[src/rtl/lsu.sv]
// Load/store unit: one word-aligned request/ready transaction per operation,
// with lane steering, write masks, load extension and fault reporting.
module lsu #(
    parameter int unsigned TIMEOUT = 16
) (
    input  logic        clk,
    input  logic        reset,
    input  logic        start,
    input  logic        is_load,
    input  logic        is_store,
    input  logic [2:0]  funct3,
    input  logic [31:0] addr,
    input  logic [31:0] store_data,
    output logic        mem_req,
    output logic        mem_we,
    output logic [31:0] mem_addr,
    output logic [31:0] mem_wdata,
    output logic [3:0]  mem_wmask,
    input  logic [31:0] mem_rdata,
    input  logic        mem_ready,
    output logic        busy,
    output logic        done,
    output logic [31:0] load_data,
    output logic        fault,
    output logic [1:0]  fault_cause
);

    localparam int unsigned CW = $clog2(TIMEOUT + 1);

    typedef enum logic [1:0] {IDLE, REQ, DONE} state_t;

    state_t      state_q, state_d;
    logic [CW-1:0] cnt_q, cnt_d;
    logic [2:0]  f3_q, f3_d;
    logic [1:0]  off_q, off_d;
    logic        st_q, st_d;
    logic        mem_req_q, mem_req_d;
    logic        mem_we_q, mem_we_d;
    logic [31:0] mem_addr_q, mem_addr_d;
    logic [31:0] mem_wdata_q, mem_wdata_d;
    logic [3:0]  mem_wmask_q, mem_wmask_d;
    logic        busy_q, busy_d;
    logic        done_q, done_d;
    logic [31:0] load_data_q, load_data_d;
    logic        fault_q, fault_d;
    logic [1:0]  cause_q, cause_d;

    logic        illegal_c, misaligned_c;
    logic [31:0] shifted_c, ext_c;

    // Request classification on the raw inputs, used only when start is sampled in IDLE
    always_comb begin
        illegal_c = (is_load == is_store)
                 || (is_store && !(funct3 inside {3'b000, 3'b001, 3'b010}))
                 || (is_load  && !(funct3 inside {3'b000, 3'b001, 3'b010, 3'b100, 3'b101}));
        misaligned_c = ((funct3[1:0] == 2'b01) && addr[0])
                    || ((funct3[1:0] == 2'b10) && (addr[1:0] != 2'b00));
    end

    // Load lane extraction and sign/zero extension from the captured width/offset
    always_comb begin
        shifted_c = mem_rdata >> {off_q, 3'b000};
        case (f3_q)
            3'b000:  ext_c = {{24{shifted_c[7]}}, shifted_c[7:0]};
            3'b001:  ext_c = {{16{shifted_c[15]}}, shifted_c[15:0]};
            3'b100:  ext_c = {24'h0, shifted_c[7:0]};
            3'b101:  ext_c = {16'h0, shifted_c[15:0]};
            default: ext_c = shifted_c;
        endcase
    end

    always_comb begin
        state_d     = state_q;
        cnt_d       = cnt_q;
        f3_d        = f3_q;
        off_d       = off_q;
        st_d        = st_q;
        mem_req_d   = mem_req_q;
        mem_we_d    = mem_we_q;
        mem_addr_d  = mem_addr_q;
        mem_wdata_d = mem_wdata_q;
        mem_wmask_d = mem_wmask_q;
        busy_d      = busy_q;
        done_d      = 1'b0;
        load_data_d = load_data_q;
        fault_d     = 1'b0;
        cause_d     = cause_q;

        case (state_q)
            IDLE: begin
                if (start) begin
                    f3_d   = funct3;
                    off_d  = addr[1:0];
                    st_d   = is_store;
                    busy_d = 1'b1;
                    if (illegal_c || misaligned_c) begin
                        state_d     = DONE;
                        done_d      = 1'b1;
                        fault_d     = 1'b1;
                        cause_d     = illegal_c ? 2'b11 : 2'b01;
                        load_data_d = 32'h0;
                    end else begin
                        state_d    = REQ;
                        mem_req_d  = 1'b1;
                        mem_we_d   = is_store;
                        mem_addr_d = {addr[31:2], 2'b00};
                        if (is_store) begin
                            case (funct3[1:0])
                                2'b00: begin
                                    mem_wdata_d = {4{store_data[7:0]}};
                                    mem_wmask_d = 4'b0001 << addr[1:0];
                                end
                                2'b01: begin
                                    mem_wdata_d = {2{store_data[15:0]}};
                                    mem_wmask_d = 4'b0011 << addr[1:0];
                                end
                                default: begin
                                    mem_wdata_d = store_data;
                                    mem_wmask_d = 4'b1111;
                                end
                            endcase
                        end else begin
                            mem_wdata_d = 32'h0;
                            mem_wmask_d = 4'b0000;
                        end
                    end
                end
            end
            REQ: begin
                if (mem_ready || (cnt_q == CW'(TIMEOUT - 1))) begin
                    state_d     = DONE;
                    done_d      = 1'b1;
                    cnt_d       = '0;
                    mem_req_d   = 1'b0;
                    mem_we_d    = 1'b0;
                    mem_addr_d  = 32'h0;
                    mem_wdata_d = 32'h0;
                    mem_wmask_d = 4'b0000;
                    // Ready on the last allowed cycle takes priority over timeout
                    if (mem_ready) begin
                        cause_d     = 2'b00;
                        load_data_d = st_q ? 32'h0 : ext_c;
                    end else begin
                        fault_d     = 1'b1;
                        cause_d     = 2'b10;
                        load_data_d = 32'h0;
                    end
                end else begin
                    cnt_d = cnt_q + CW'(1);
                end
            end
            DONE: begin
                state_d = IDLE;
                busy_d  = 1'b0;
            end
            default: begin
                state_d = IDLE;
                busy_d  = 1'b0;
            end
        endcase
    end

    always_ff @(posedge clk or posedge reset) begin
        if (reset) begin
            state_q     <= IDLE;
            cnt_q       <= '0;
            f3_q        <= 3'b000;
            off_q       <= 2'b00;
            st_q        <= 1'b0;
            mem_req_q   <= 1'b0;
            mem_we_q    <= 1'b0;
            mem_addr_q  <= 32'h0;
            mem_wdata_q <= 32'h0;
            mem_wmask_q <= 4'b0000;
            busy_q      <= 1'b0;
            done_q      <= 1'b0;
            load_data_q <= 32'h0;
            fault_q     <= 1'b0;
            cause_q     <= 2'b00;
        end else begin
            state_q     <= state_d;
            cnt_q       <= cnt_d;
            f3_q        <= f3_d;
            off_q       <= off_d;
            st_q        <= st_d;
            mem_req_q   <= mem_req_d;
            mem_we_q    <= mem_we_d;
            mem_addr_q  <= mem_addr_d;
            mem_wdata_q <= mem_wdata_d;
            mem_wmask_q <= mem_wmask_d;
            busy_q      <= busy_d;
            done_q      <= done_d;
            load_data_q <= load_data_d;
            fault_q     <= fault_d;
            cause_q     <= cause_d;
        end
    end

    assign mem_req     = mem_req_q;
    assign mem_we      = mem_we_q;
    assign mem_addr    = mem_addr_q;
    assign mem_wdata   = mem_wdata_q;
    assign mem_wmask   = mem_wmask_q;
    assign busy        = busy_q;
    assign done        = done_q;
    assign load_data   = load_data_q;
    assign fault       = fault_q;
    assign fault_cause = cause_q;

endmodule

[config.mk]
export PLATFORM = sky130hd
export DESIGN_NAME = lsu
export DESIGN_NICKNAME = d
export VERILOG_FILES = /design/src/rtl/lsu.sv
export SDC_FILE = /design/constraint.sdc
export NUM_CORES = 1
export LEC_CHECK = 0
export CAP_MARGIN = 25
export CORE_ASPECT_RATIO = 0.5
export CORE_MARGIN = 2
export CORE_UTILIZATION = 48
export DETAILED_ROUTE_END_ITERATION = 16
export PLACE_DENSITY = 0.95
export SYNTH_ARGS = -nofsm -noshare
export SYNTH_HDL_FRONTEND = slang
export SYNTH_SLANG_ARGS = --single-unit
export TNS_END_PERCENT = 50
[constraint.sdc]
create_clock -name clk -period 11.41 [get_ports clk]
set_clock_uncertainty 0.15 [all_clocks]
set_input_delay 1.7115 -clock clk [delete_from_list [all_inputs] [get_ports clk]]
set_output_delay 1.7115 -clock clk [all_outputs]
set_load 0.005 [all_outputs]
* Yosys cells after proc, flatten, opt, wreduce, memory -nomap -nowiden
Index checks and enable logic that the tools add are counted.
** Operators by class
- Mux-type cells :: 49
- Equal/unequal tests :: 16
- Add/subtract/negate cells :: 1
- Magnitude comparators :: 0
- Shift operators :: 3
- Bitwise gates (word level) :: 1
- Multiply operators :: 0
- Reductions and logical operators :: 24
- Divide/modulo/power cells :: 0
** Operators with widths (count)
- two-way mux 32 bit :: 11
- case mux 32 bit (2 select lines) :: 4
- case mux 32 bit (4 select lines) :: 1
- >> shifter 32 x 5 -> 32 bit :: 1
- two-way mux 2 bit :: 8
- two-way mux 4 bit :: 4
- case mux 4 bit (2 select lines) :: 2
- == test 3 bit (second input constant) :: 4
- two-way mux 1 bit :: 11
- case mux 1 bit (2 select lines) :: 5
- != test 2 bit (second input constant) :: 4
- case mux 2 bit (2 select lines) :: 2
- AND reduction 4 bit :: 2
- == test 3 x 1 -> 1 bit (second input constant) :: 2
- zero test 3 bit :: 2
- AND reduction 2 bit :: 3
- adder 5 x 1 -> 5 bit (second input constant) :: 1
- == test 5 x 4 -> 1 bit (second input constant) :: 1
- logical OR 1 bit :: 5
- two-way mux 5 bit :: 1
- nonzero test 5 bit :: 1
- == test 2 x 1 -> 1 bit (second input constant) :: 2
- logical AND 1 bit :: 4
- zero test 2 bit :: 2
- other kinds (9) :: 11
** Word-level totals
- ROM bits :: 0
- Word-level logic and storage cells :: 109
- Bits of input ports :: 105
- Memories kept :: 0
- Latch bits :: 0
- RAM bits :: 0
- Output and inout bits :: 107
- Register bits after elaboration :: 120

* Longest topological paths before layout
- Depth after elaboration :: 10
- Mapped depth :: 8

* Least setup slack after synthesis
Ideal clock, no wire load.
- Path kind :: input port to flip-flop
- From :: input funct3[1]
- To :: register mem_wdata_q[31] (netlist: mem_wdata[31])
- Data required time :: 11139 ps
- Arrival time :: 3114 ps
- Library setup time :: 121 ps
- Slack :: 8025 ps
- Path buffers :: 3
- Stages on the path :: 8
- Cells stage by stage :: buf_2 > or3b_1 > o31ai_2 > o211ai_4 > and2_1 > buf_6 > buf_6 > a22o_1
** Between the ends
- Cells in the longest elaborated chain, start to end :: 9
- Elaborated cells on any way between the ends :: 27
- Classes of those cells :: eq/ne: 7; mux: 5; reduce/logical: 15
** Ends and longest elaborated chain
- start: declaration :: line 11 : input logic [2:0] funct3,
- == test 3 x 1 -> 1 bit, or another cell as far along :: line 54, 55
- nonzero test 3 bit :: line 54 : || (is_store && !(funct3 inside {3'b000, 3'b001, 3'b010}))
- zero test 1 bit :: line 54
- logical AND 1 bit :: line 54
- logical OR 1 bit :: line 54
- logical OR 1 bit :: line 55 : || (is_load && !(funct3 inside {3'b000, 3'b001, 3'b010, 3'b100, 3'b101}));
- logical OR 1 bit :: line 96 : if (illegal_c || misaligned_c) begin
- != test 2 bit (no source line)
- AND reduction 4 bit (no source line)
- end signal: assignment :: line 189 : mem_wdata_q <= mem_wdata_d;
- end: declaration :: line 40 : logic [31:0] mem_wdata_q, mem_wdata_d;
Parallel ways exist; a longest one is shown, timed or not. The select of a mux whose other input is x is not followed.
A chain may end at the register's enable or synchronous reset.

* Final worst setup path
- From :: input funct3[0]
- To :: register mem_wdata_q[16] (netlist: mem_wdata[16])
The elaborated chain is that of the path after synthesis.

==> key figures <==
Critical path
  • Sort of element at the start of the critical path: input port
  • Critical path class: in2reg
  • WP data arrival: 4800 ps
  • Largest fanout on the critical path: 63
  • Required time worst endpoint: 11560 ps
  • Worst Setup End Kind: register

STA
  • Tightest Pin Transition: 992 ps
  • Total Negative Setup Slacks: 0 ps
  • Final setup viols: 0
  • Number of hold-slack violations in the final timing report: 0
  • Final number of max-transition violations: 0
  • Fmax: 215 MHz
  • WHS: 334 ps
  • Final critical-path share of the clock period: 0.407
  • Headroom to the max-slew limit: 0.337
  • Fin crit period: 4640 ps
  • RSZ-0062 raised after global routing: false

Global routing
  • Pin count of the biggest net entering global routing: 75
  • Wire length of the first global-routing pass: 27.9 mm
  • Overall track demand over capacity in global routing: 0.290
  • Overflow left after global routing: 0
  • Antenna violations before repair: 0
  • Via count of the first global-routing pass: 5228

Clock tree
  • CTS Sinks: 118
  • Hold-fix buffers at CTS: 0
  • Buffer count from post-CTS setup fixing: 0
  • Maximum clock path buffer count: 2
  • CTS Root Cell: clkbuf_16
  • Number of buffers created by CTS: 17
  • Max H-tree Level: 4
  • Skew-Pair Late Insertion Delay: 410 ps
  • Reg clk slew, reported paths: 50 ps
  • Post-CTS Resized: 0
  • TritonCTS clock tree: built

Flow run
  • Max-cap viol count: 0

Routing
  • Vias post-DR: 5063
  • DRC violation count after routing: 0
  • Initial DRC count: 387
  • Routed via count divided by cell count: 5.89
  • Antenna violation net count after detailed routing: 0
  • Pre-antenna DRT Iters: 5
  • Detailed-route wire length: 17.7 mm
  • Wire length per cell: 20.5 um

Pwr
  • Max VDD drop: 118 uV
  • Leakage dissipation: 3.69 nW
  • Pwr Total: 1.54 mW
  • Power density normalized to cell area: 187 nW/um2

Synthesis
  • Top cell type's share of synthesized area: 0.535
  • Cell count after synthesis: 509
  • EDFF count, synth: 0
  • Top cells by instance count after synthesis: dfrtp_1, o21ai_0, mux2i_1
  • Count of state elements after synthesis: 118
  • Cell taking the most area after synthesis: dfrtp_1
  • Post-synthesis cell area: 5520 um2
  • Unique cell type count in the Yosys netlist: 47
  • Ys async rst share: 1.00
  • Top post-synthesis cells by area: dfrtp_1, mux2i_1, o2bb2ai_1, o21ai_0, mux2_2
  • Number of synthesis warnings: 0
  • Share of synthesized area occupied by flip-flops and latches: 0.535
  • Cell with the most instances after synthesis: dfrtp_1
  • Mean post-synth cell area: 10.8 um2
  • Most common flop cell mapped by yosys: dfrtp_1

Floorplanning
  • Top Ports: 212
  • Initial Util: 0.497
  • Total Die Area: 12400 um2
  • Horizontal die dimension: 156 um
  • Die height: 79.8 um
  • Core outline area: 11100 um2
  • Core Rows: 27

Final layout
  • Share of cells above drive strength 1: 0.0839
  • Area growth syn-to-layout: 49.2%
  • Total Nets Final: 812
  • Layout filler cell count: 728
  • Antenna fix cells: 0
  • Finished Layout Cells: 860

Outcome
  • Outcome: complete, no violations

Place
  • # port buffers: 209
  • Final GP Congestion: 0.802
  • Detailed placement HPWL: 11.6 mm
  • Number of instances in the placed design: 831

Hold path
  • Worst min-delay path category: reg2reg
==> layout make-up <==
cell class              count  area [um2]  share of cell area
repair buffers            217        2150               0.261
clock inverters             3        40.0             0.00486
well taps                 145         181              0.0220
clock buffers              26         529              0.0643
inverters                  36         138              0.0167
flip-flops and latches    118        2950               0.358
multi-input cells         315        2240               0.272
==> power by group <==
part,internal [mW],switching (mW)
clock,0.336,0.185
combinational,0.260,0.183
sequential,0.511,0.0698
total,1.11,0.437
==> flip-flops by register name (all words and copies together), names as in the netlist, 2 cells and up <==
register,flops
off_q,2
mem_wmask,4
state_q,2
fault_cause,2
mem_wdata,32
cnt_q,5
load_data,32
f3_q,3
mem_addr,30
==> metrics by stage <==
step	cell area, um2	setup WS [ps]	utilization
2_1_floorplan	5530	6420	-
3_3_place_gp	7670	6620	0.690
3_5_place_dp	7670	6400	0.690
4_1_cts	8240	6820	0.741
5_1_grt	8240	6580	0.741
6_report	8240	6770	0.741
==> placed cells by master, fill, tap and decap left out, types with 3 or more instances in the layout <==
| cell type | n |
|---|---|
| o2bb2ai_1 | 36 |
| a22o_1 | 17 |
| a221o_1 | 16 |
| clkdlybuf4s50_1 | 209 |
| nor2b_1 | 3 |
| o22ai_1 | 3 |
| clkbuf_8 | 7 |
| buf_4 | 8 |
| nor2_1 | 13 |
| nand2_1 | 25 |
| a21oi_1 | 21 |
| and3_1 | 3 |
| mux2_2 | 15 |
| nor3_1 | 4 |
| nand3_1 | 33 |
| dfrtp_1 | 118 |
| inv_1 | 33 |
| nand2b_1 | 6 |
| mux2i_1 | 42 |
| clkbuf_16 | 17 |
| o21ai_0 | 51 |
==> cell families (layout without fill, tap and decap cells) <==
group,count (synthesis),after routing,share of synthesized area
fa+ha+maj,2,2,0.00453
mux,58,58,0.109
simple gates,97,97,0.0872
other cells,1,2,0.000679
compound gates,156,156,0.204
flops,118,118,0.535
buf+inv,77,282,0.0603
==> critical path: stages <==
cell	delay (ps)
clkdlybuf4s50_1	970
nand2_1	160
and3_1	250
o211ai_4	150
buf_4	490
and2_1	450
buf_4	380
o2bb2ai_1	190
==> routing by layer <==
| layer | up-vias | GRT usage | routed length, um |
|---|---|---|---|
| met2 | 234 | 0.496 | 8880 |
| met3 | 64 | 0.0760 | 1120 |
| met5 | - | 0 | 0 |
| met1 | 2527 | 0.345 | 6960 |
| li1 | 2238 | - | - |
| met4 | 0 | 0.145 | 694 |
==> worst paths after layout <==
check | start | end | slack [ps] | cells after the start
worst max-delay path | funct3[0] | mem_wdata[16]$_DFFE_PP0P_ | 6770 | 8
worst min-delay path | mem_we$_DFFE_PP0P_ | mem_we$_DFFE_PP0P_ | 330 | 1
worst max register to register | cnt_q[0]$_DFFE_PP0P_ | fault_cause[1]$_DFFE_PP0P_ | 8230 | 7
worst min register to register | mem_we$_DFFE_PP0P_ | mem_we$_DFFE_PP0P_ | 330 | 1
max in group asynchronous | reset | mem_wdata[9]$_DFFE_PP0P_ | 8200 | 3
min in group asynchronous | reset | mem_addr[2]$_DFFE_PP0P_ | 1550 | 2
No activity file was read; power rests on OpenSTA's default activity.
